--- src/rtl/median_frame_ctrl.sv ---
// rtl/median_frame_ctrl.sv - frame sequencer feeding a 3x3 median filter from a column-major source memory
// Optional feature: define MEDIAN_CTRL_BYPASS_EN to add the bypass input (window centre written straight out).
module median_frame_ctrl #(
    parameter int ROW    = 554,
    parameter int COL    = 430,
    parameter int ADDR_W = 18
) (
    input  logic              clk,
    input  logic              rst_n,
    input  logic              start,
    output logic              busy,
    output logic              done,
    output logic              rd_en,
    output logic [ADDR_W-1:0] rd_addr,
    input  logic [7:0]        rd_data,
    output logic [31:0]       flt_pixel,
    output logic [71:0]       flt_win,
    input  logic [7:0]        flt_data,
    output logic              wr_valid,
    output logic [ADDR_W-1:0] wr_addr,
    output logic [7:0]        wr_data,
`ifdef MEDIAN_CTRL_BYPASS_EN
    input  logic              bypass,
`endif
    input  logic              wr_ready
);

    localparam logic [ADDR_W-1:0] ROW_A  = ADDR_W'(ROW);
    localparam logic [ADDR_W-1:0] ROW_M1 = ADDR_W'(ROW - 1);
    localparam logic [ADDR_W-1:0] COL_M1 = ADDR_W'(COL - 1);
    localparam logic [ADDR_W-1:0] P_LAST = ADDR_W'(ROW * COL - 1);
    localparam logic [ADDR_W-1:0] ONE    = ADDR_W'(1);
    localparam logic [31:0]       P_END  = 32'(ROW * COL);

    typedef enum logic [2:0] {IDLE, FETCH, LAST, FILT, CAPT, WRITE, DONE} state_t;

    state_t            state_q, state_d;
    logic [3:0]        k_q, k_d;
    logic [ADDR_W-1:0] r_q, r_d, c_q, c_d, p_q, p_d;
    logic [ADDR_W-1:0] r_nx, c_nx, p_nx;
    logic              busy_q, busy_d, done_q, done_d, rd_en_q, rd_en_d;
    logic              wr_valid_q, wr_valid_d, bypass_q, bypass_d;
    logic [ADDR_W-1:0] rd_addr_q, rd_addr_d, wr_addr_q, wr_addr_d;
    logic [31:0]       flt_pixel_q, flt_pixel_d;
    logic [71:0]       win_q, win_d;
    logic [7:0]        wr_data_q, wr_data_d;

    // Clamped neighbours collapse their offset to zero, so addresses come from p with adders only.
    function automatic logic [ADDR_W-1:0] tap_addr(input logic [ADDR_W-1:0] p,
                                                   input logic [ADDR_W-1:0] r,
                                                   input logic [ADDR_W-1:0] c,
                                                   input logic [3:0]        k);
        logic [ADDR_W-1:0] a;
        a = p;
        if (k <= 4'd2 && r != '0) a = a - ONE;
        if (k >= 4'd6 && r != ROW_M1) a = a + ONE;
        if ((k == 4'd0 || k == 4'd3 || k == 4'd6) && c != '0) a = a - ROW_A;
        if ((k == 4'd2 || k == 4'd5 || k == 4'd8) && c != COL_M1) a = a + ROW_A;
        return a;
    endfunction

    assign r_nx = (r_q == ROW_M1) ? '0 : r_q + ONE;
    assign c_nx = (r_q == ROW_M1) ? c_q + ONE : c_q;
    assign p_nx = p_q + ONE;

    always_comb begin
        state_d     = state_q;
        k_d         = k_q;
        r_d         = r_q;
        c_d         = c_q;
        p_d         = p_q;
        busy_d      = busy_q;
        done_d      = 1'b0;
        rd_en_d     = rd_en_q;
        rd_addr_d   = rd_addr_q;
        flt_pixel_d = flt_pixel_q;
        win_d       = win_q;
        wr_valid_d  = wr_valid_q;
        wr_addr_d   = wr_addr_q;
        wr_data_d   = wr_data_q;
        bypass_d    = bypass_q;
        case (state_q)
            IDLE: begin
                if (start) begin
                    busy_d    = 1'b1;
                    r_d       = '0;
                    c_d       = '0;
                    p_d       = '0;
                    k_d       = 4'd0;
                    rd_en_d   = 1'b1;
                    rd_addr_d = tap_addr('0, '0, '0, 4'd0);
`ifdef MEDIAN_CTRL_BYPASS_EN
                    bypass_d  = bypass;
`else
                    bypass_d  = 1'b0;
`endif
                    state_d   = FETCH;
                end
            end
            FETCH: begin
                // Read data lags the strobe by one cycle, so cycle k lands tap k-1.
                for (int i = 0; i < 8; i++) begin
                    if (k_q == 4'(i + 1)) win_d[8*i +: 8] = rd_data;
                end
                if (k_q == 4'd8) begin
                    rd_en_d = 1'b0;
                    state_d = LAST;
                end else begin
                    k_d       = k_q + 4'd1;
                    rd_addr_d = tap_addr(p_q, r_q, c_q, k_q + 4'd1);
                end
            end
            LAST: begin
                win_d[71:64] = rd_data;
                if (bypass_q) begin
                    wr_data_d  = win_q[39:32];
                    wr_valid_d = 1'b1;
                    wr_addr_d  = p_q;
                    state_d    = WRITE;
                end else begin
                    flt_pixel_d = 32'(p_q);
                    state_d     = FILT;
                end
            end
            FILT: state_d = CAPT;
            CAPT: begin
                wr_data_d  = flt_data;
                wr_valid_d = 1'b1;
                wr_addr_d  = p_q;
                state_d    = WRITE;
            end
            WRITE: begin
                if (wr_ready) begin
                    wr_valid_d = 1'b0;
                    if (p_q == P_LAST) begin
                        done_d      = 1'b1;
                        busy_d      = 1'b0;
                        flt_pixel_d = P_END;
                        state_d     = DONE;
                    end else begin
                        r_d       = r_nx;
                        c_d       = c_nx;
                        p_d       = p_nx;
                        k_d       = 4'd0;
                        rd_en_d   = 1'b1;
                        rd_addr_d = tap_addr(p_nx, r_nx, c_nx, 4'd0);
                        state_d   = FETCH;
                    end
                end
            end
            DONE:    state_d = IDLE;
            default: state_d = IDLE;
        endcase
    end

    always_ff @(posedge clk or negedge rst_n) begin
        if (!rst_n) begin
            state_q     <= IDLE;
            k_q         <= '0;
            r_q         <= '0;
            c_q         <= '0;
            p_q         <= '0;
            busy_q      <= 1'b0;
            done_q      <= 1'b0;
            rd_en_q     <= 1'b0;
            rd_addr_q   <= '0;
            flt_pixel_q <= '0;
            win_q       <= '0;
            wr_valid_q  <= 1'b0;
            wr_addr_q   <= '0;
            wr_data_q   <= '0;
            bypass_q    <= 1'b0;
        end else begin
            state_q     <= state_d;
            k_q         <= k_d;
            r_q         <= r_d;
            c_q         <= c_d;
            p_q         <= p_d;
            busy_q      <= busy_d;
            done_q      <= done_d;
            rd_en_q     <= rd_en_d;
            rd_addr_q   <= rd_addr_d;
            flt_pixel_q <= flt_pixel_d;
            win_q       <= win_d;
            wr_valid_q  <= wr_valid_d;
            wr_addr_q   <= wr_addr_d;
            wr_data_q   <= wr_data_d;
            bypass_q    <= bypass_d;
        end
    end

    assign busy      = busy_q;
    assign done      = done_q;
    assign rd_en     = rd_en_q;
    assign rd_addr   = rd_addr_q;
    assign flt_pixel = flt_pixel_q;
    assign flt_win   = win_q;
    assign wr_valid  = wr_valid_q;
    assign wr_addr   = wr_addr_q;
    assign wr_data   = wr_data_q;

endmodule

--- config.mk ---
export PLATFORM = sky130hd
export DESIGN_NAME = median_frame_ctrl
export DESIGN_NICKNAME = d
export VERILOG_FILES = /design/src/rtl/median_frame_ctrl.sv
export SDC_FILE = /design/constraint.sdc
export NUM_CORES = 1
export LEC_CHECK = 0
export CORE_MARGIN = 4
export CORE_UTILIZATION = 51
export DETAILED_ROUTE_END_ITERATION = 16
export PLACE_DENSITY = 0.87
export SYNTH_ARGS = -nofsm -noshare
export SYNTH_HDL_FRONTEND = slang
export SYNTH_SLANG_ARGS = --single-unit
--- constraint.sdc ---
create_clock -name clk -period 5.4 [get_ports clk]
set_clock_uncertainty 0.2 [all_clocks]
set_input_delay 1.08 -clock clk [delete_from_list [all_inputs] [get_ports clk]]
set_output_delay 1.08 -clock clk [all_outputs]
set_load 0.1 [all_outputs]
==> results of run 1 <==
per-stage QoR:
step / std cells / cell area [sq um] / setup TNS (ns)
final: 1904 / 15700 / 0
after global routing: 1904 / 15700 / -0.103
after CTS: 1898 / 15500 / 0
after detailed placement: 1866 / 14900 / 0
after global placement: 1866 / 14900 / 0
after floorplan: 1432 / 12900 / 0
flip-flops by register name, summed over array words and instances (netlist names):
signal / cells
r_q: 18
wr_valid: 1
flt_win: 72
p_q: 18
c_q: 18
done: 1
flt_pixel: 18
k_q: 4
wr_data: 8
rd_addr: 18
rd_en: 1
busy: 1
wr_addr: 18
state_q: 3
placed cells by master, fill, tap and decap left out, types with 9 or more instances in the layout:
cell / netlist / layout
dfrtp_1: 199 / 199
clkdlybuf4s50_1: 0 / 156
nand2_1: 143 / 143
o21ai_0: 120 / 118
nor2_1: 104 / 103
mux2_2: 100 / 100
xnor2_1: 83 / 83
buf_4: 14 / 56
nand3_1: 53 / 53
xor2_1: 39 / 38
a21oi_1: 37 / 37
nor3_1: 39 / 35
nor4_1: 28 / 25
inv_1: 25 / 24
o31ai_1: 24 / 24
nand4_1: 23 / 23
or3_1: 24 / 23
a31oi_1: 23 / 22
and3_1: 18 / 18
clkbuf_16: 0 / 17
ha_1: 16 / 14
conb_1: 1 / 14
and2_1: 13 / 13
a22o_1: 13 / 13
mux2i_1: 11 / 10
or2_2: 9 / 9
or4_1: 9 / 9
o211ai_1: 9 / 9
area by class of cell:
cell class	instances	area, sq um
Multi-Input combinational cell	1108	7570
Clock inverter	15	218
Fill cell	1890	8820
Clock buffer	17	425
Inverter	27	101
Tap cell	324	405
Timing Repair Buffer	214	2020
Sequential cell	199	4980
cell usage after synthesis (all sizes together) (4+ instances only):
| cell type | instances |
|---|---|
| dfrtp | 199 |
| nand2 | 143 |
| o21ai | 123 |
| nor2 | 105 |
| mux2 | 100 |
| xnor2 | 83 |
| clkbuf | 69 |
| nand3 | 54 |
| nor3 | 39 |
| xor2 | 39 |
| a21oi | 38 |
| nor4 | 30 |
| buf | 29 |
| o31ai | 26 |
| inv | 25 |
| or3 | 25 |
| nand4 | 24 |
| a31oi | 23 |
| and3 | 18 |
| ha | 16 |
| a22o | 13 |
| and2 | 13 |
| a211oi | 12 |
| mux2i | 11 |
| o211ai | 11 |
| o41ai | 11 |
| or2 | 10 |
| or4 | 9 |
| a21o | 8 |
| a22oi | 8 |
| and4 | 8 |
| nand2b | 8 |
| o221ai | 8 |
| o22ai | 8 |
| a21boi | 7 |
| nor2b | 6 |
| o21a | 6 |
| o31a | 6 |
| o211a | 4 |
worst min-delay path, delay by kind of cell (launching register included):
kind / cells / cell delay (ns)
flops: 1 / 0.35
simple gates: 1 / 0.05
compound gates: 1 / 0.05
worst max path at each step:
stage / slack [ns] / to / from / cells past startpoint
floorplan: 0.05 / rd_addr[16] / k_q[0] / 22
global placement: 0.22 / rd_addr[16] / r_q[0] / 19
detailed placement: 0.03 / rd_addr[16] / k_q[0] / 21
CTS: 0.007 / rd_addr[16] / r_q[0] / 19
global route: -0.06 / rd_addr[16] / r_q[0] / 21
finish: 0.15 / rd_addr[16] / r_q[0] / 21
cells by family after synthesis:
family / after synthesis / synth area share
and+or+nand+nor: 504 / 0.196
AOI/OAI and AO/OA: 341 / 0.178
DFF: 199 / 0.387
buffers and inverters: 125 / 0.0432
xor gates and xnor gates: 122 / 0.0831
muxes: 111 / 0.0962
adders and majority gates: 16 / 0.0156
other: 1 / 0.000292
per-layer routing:
layer / vias to the layer above / global-route usage / share of wire
li1: 5459 / - / -
met1: 5823 / 0.360 / 0.40
met2: 640 / 0.442 / 0.47
met3: 111 / 0.0725 / 0.098
met4: 0 / 0.0978 / 0.031
met5: - / 0 / 0
what timing repair did:
action / CTS / global route
cloned: 0 / 0
buffers inserted: 0 / 6
pin swaps: 0 / 12
setup endpoints to repair: 2 / 8
resized for setup: 2 / 25
==> results.json, run 1 <==
{
  "grt_usage": 0.275,
  "cap_violations": 0,
  "critPathTopFamily": "simple AND/OR/NAND/NOR gates",
  "cts_root_buffer": "clkbuf_16",
  "setup_ws_ns": 0.147,
  "drive_gt1_frac": 0.157,
  "setup.worst_path.start_class": "register",
  "final_nets": 1603,
  "slew_viol_final": 0,
  "ys_types": 88,
  "end_kind": "register",
  "tightestPinTransition_ns": 1.08,
  "setup_violations": 0,
  "hp-class": "reg2reg",
  "grt_pass1_vias": 11733,
  "ys_ff_latch": 199,
  "portBuffers": 157,
  "vias_per_cell": 6.32,
  "synth.area.top_cells": "dfrtp_1 (39%), mux2_2 (8.8%), xnor2_1 (5.7%)",
  "cts.clk_slew.worst_paths_ns": 0.09,
  "postLayoutCoreUtil": 0.641,
  "fp.dieW_um": 167,
  "finalCritPeriodShare": 0.973,
  "grt_max_degree": 122,
  "die_area_sq_mm": 0.0278,
  "synth_edf_count": 0,
  "critical_path_class": "reg2reg",
  "rows": 57,
  "vias": 12033,
  "antenna_found_initial": 0,
  "crit_arrival_ns": 5.39,
  "clk_latency_ns": 0.45,
  "critPathSlowestCell": "or4b_4",
  "wl_um": 39400,
  "relSlewSlack": 0.279,
  "dieHeight_um": 167,
  "synth_area_sq_mm": 0.0129,
  "reg2reg_setup_slack_ns": 0.15,
  "synth_cells": 1419,
  "synth_top_area_frac": 0.387,
  "drc": 0,
  "ant_nets": 0,
  "max_freq_mhz": 190,
  "dp_slack_ns": 0.0323,
  "reg2regPathDepth": 21,
  "top_level_ports": 172,
  "cts_buffers": 17,
  "synth.avg_cell_area_sq_um": 9.06,
  "post-route-min-period_ns": 5.25,
  "async_flop_share": 1.00,
  "dp_hpwl_um": 27900,
  "min_to": "flt_pixel[0]",
  "holdCritStartpoint": "flt_pixel[0]",
  "cts_sinks": 199,
  "cts_tree": "built",
  "htreeDepth": 4,
  "fin_hold_ws_ns": 0.281,
  "drtIter0Drc": 1169,
  "path_buf_inv": 3,
  "grt_first_pass_wirelength_um": 63200,
  "rr_endpoint": "rd_addr[16]",
  "routedWlPerCell_um": 20.7,
  "start_util": 0.524,
  "max_stage_delay_ns": 0.48,
  "area_growth_pct": 22.3,
  "r2r_start": "r_q[0]",
  "status": "completed",
  "cts_buffer_depth": 2,
  "path_cells": "inv_1 -> ha_1 -> or4b_4 -> o211a_4 -> mux2i_2 -> inv_1 -> ha_2 -> o211ai_1 -> xor2_1 -> inv_1 -> ha_2 -> a21oi_1 -> o21ai_2 -> a31oi_1 -> nor4_1 -> o2111ai_2 -> or3_1 -> a221oi_2 -> or4b_1 -> nand3_1 -> a21oi_1",
  "crit_path_max_fanout": 5,
  "worstPathRequired_ns": 5.53,
  "core_area_sq_mm": 0.0245,
  "yosysSeqAreaShare": 0.387,
  "cp_common_cell": "inv_1",
  "n_antenna_cell": 0,
  "grt-ovfl-total": 0,
  "cts_hold_buf": 0,
  "yosys_warnings": 0,
  "ys.flop_type": "dfrtp_1",
  "synth.largest_area_cell": "dfrtp_1",
  "first_pass_iters": 6,
  "hold_depth": 2,
  "final-hold-violation-count": 0,
  "gp_routability_congestion": 0.964
}
Power of run 1 is left out: the tool's default activity adds up to more than one toggle a clock period on the data nets, which glitch-free logic cannot reach.
==> inputs of run 2 (changes only) <==
--- a/config.mk
+++ b/config.mk
@@ -5,8 +5,10 @@
 export SDC_FILE = /design/constraint.sdc
 export NUM_CORES = 1
 export LEC_CHECK = 0
+export CELL_PAD_IN_SITES_DETAIL_PLACEMENT = 0
+export CELL_PAD_IN_SITES_GLOBAL_PLACEMENT = 1
 export CORE_MARGIN = 4
-export CORE_UTILIZATION = 51
+export CORE_UTILIZATION = 39
 export DETAILED_ROUTE_END_ITERATION = 16
 export PLACE_DENSITY = 0.87
 export SYNTH_ARGS = -nofsm -noshare
==> run 2 against run 1 <==
Sequential cell count stayed put. Via count fell by 4.2%. Fmax up 1.1%. Critical path type unchanged. Final area is 1.0% higher. Count of clock-buffer cells in the layout stayed put. Hold slack worse by 0.0037 ns. Critical endpoint unchanged. Cell count increased by 6.3%. Register-to-register slack improved by 0.06 ns. Highest routed layer unchanged.
==> results.json, run 2 (same netlist as run 1, synthesis figures left out) <==
{
  "grt-ovfl-total": 0,
  "tightestPinTransition_ns": 1.09,
  "dp_hpwl_um": 28500,
  "final_nets": 1605,
  "fin_hold_ws_ns": 0.278,
  "relSlewSlack": 0.270,
  "cts_buffers": 17,
  "cp_common_cell": "buf_4",
  "htreeDepth": 4,
  "core_area_sq_mm": 0.0325,
  "area_growth_pct": 23.5,
  "cts_sinks": 199,
  "worstPathRequired_ns": 5.52,
  "critPathTopFamily": "simple AND/OR/NAND/NOR gates",
  "crit_arrival_ns": 5.31,
  "path_cells": "buf_4 -> and3b_1 -> o31ai_4 -> buf_4 -> o211ai_4 -> buf_4 -> or4_1 -> a211oi_1 -> o22ai_1 -> or3_4 -> a211oi_4 -> nand3_2 -> a211oi_2 -> o221ai_2 -> or4b_1 -> nand3_1 -> a21oi_1",
  "critical_path_class": "reg2reg",
  "first_pass_iters": 5,
  "cts_hold_buf": 0,
  "wl_um": 38900,
  "dpl_cell_area_sq_mm": 0.0150,
  "status": "completed",
  "n_antenna_cell": 0,
  "die_area_sq_mm": 0.0359,
  "mostFrequentLayoutCell": "dfrtp_1",
  "cts.clk_slew.worst_paths_ns": 0.08,
  "grt_max_degree": 71,
  "crit_path_max_fanout": 10,
  "portBuffers": 157,
  "setup_violations": 0,
  "gp_routability_congestion": 0.951,
  "final-hold-violation-count": 0,
  "max_freq_mhz": 193,
  "cts_buffer_depth": 2,
  "drtIter0Drc": 794,
  "post-route-min-period_ns": 5.19,
  "dieHeight_um": 190,
  "vias_per_cell": 5.70,
  "drive_gt1_frac": 0.163,
  "top_level_ports": 172,
  "mostFrequentLayoutCells": "dfrtp_1 (199), clkdlybuf4s50_1 (156), nand2_1 (143)",
  "grt_pass1_vias": 11140,
  "rows": 66,
  "cap_violations": 0,
  "hp-class": "reg2reg",
  "antenna_found_initial": 0,
  "grt_first_pass_wirelength_um": 62400,
  "final_area_sq_mm": 0.0159,
  "dp_cells": 1986,
  "cts_root_buffer": "clkbuf_16",
  "slew_viol_final": 0,
  "routedWlPerCell_um": 19.2,
  "drc": 0,
  "cts_tree": "built",
  "fp.dieW_um": 190,
  "finalCritPeriodShare": 0.962,
  "critPathSlowestCell": "or4_1",
  "vias": 11529,
  "grt_usage": 0.214,
  "end_kind": "register",
  "largest_reg_flops": 72,
  "clk_latency_ns": 0.44,
  "fin_cells": 2024,
  "setup.worst_path.start_class": "register",
  "start_util": 0.395,
  "max_stage_delay_ns": 0.57,
  "path_buf_inv": 3,
  "ant_nets": 0
}
## run 2: cell types whose count changed in the layout (fill, tap and decap cells not counted), sizes merged
cell / before / now
buf: 57 / 59
clkinv: 8 / 9
inv: 34 / 33
## run 2: cell type report
| type | instances | area (sq um) |
|---|---|---|
| Sequential cell | 199 | 4980 |
| Inverter | 27 | 101 |
| Clock buffer | 17 | 425 |
| Fill cell | 2982 | 16700 |
| Multi-Input combinational cell | 1108 | 7600 |
| Timing Repair Buffer | 216 | 2020 |
| Tap cell | 442 | 553 |
| Clock inverter | 15 | 193 |
## run 2: per-layer routing
layer,up-vias,routed length [um],global-route usage
met5,-,0,0
met4,0,667,0.0504
met3,41,3780,0.0728
met2,412,17400,0.334
met1,5610,17100,0.290
li1,5466,-,-
## run 2: final timing paths
kind	startpoint	endpoint	slack [ns]	depth (start not counted)
max	k_q[0]	rd_addr[16]	0.21	17
min in group asynchronous	rst_n	flt_win[61]	0.43	1
min reg2reg	flt_pixel[14]	flt_pixel[14]	0.28	2
max reg2reg	k_q[0]	rd_addr[16]	0.21	17
min	flt_pixel[14]	flt_pixel[14]	0.28	2
max in group asynchronous	rst_n	flt_win[6]	3.51	2
## run 2: what timing repair did
| action | in CTS | in global routing |
|---|---|---|
| gates resized for setup | 2 | 32 |
| pin swaps | 1 | 14 |
| setup endpoints to repair | 4 | 9 |
| setup buffers | 0 | 6 |
## run 2: stage by stage
step	utilization	TNS (ns)	worst slack, ns
2_1_floorplan	-	0	0.0465
3_3_place_gp	0.462	0	0.152
3_5_place_dp	0.462	-0.209	-0.112
4_1_cts	0.481	0	0.0507
5_1_grt	0.488	-0.121	-0.0719
6_report	0.488	0	0.206
## run 2: worst min-delay path, stage by stage, from the launching register on
cell and delay [ns]:
dfrtp_1 0.35, nand2_1 0.05, nand2_1 0.05
Power of run 2 is left out for the same reason.
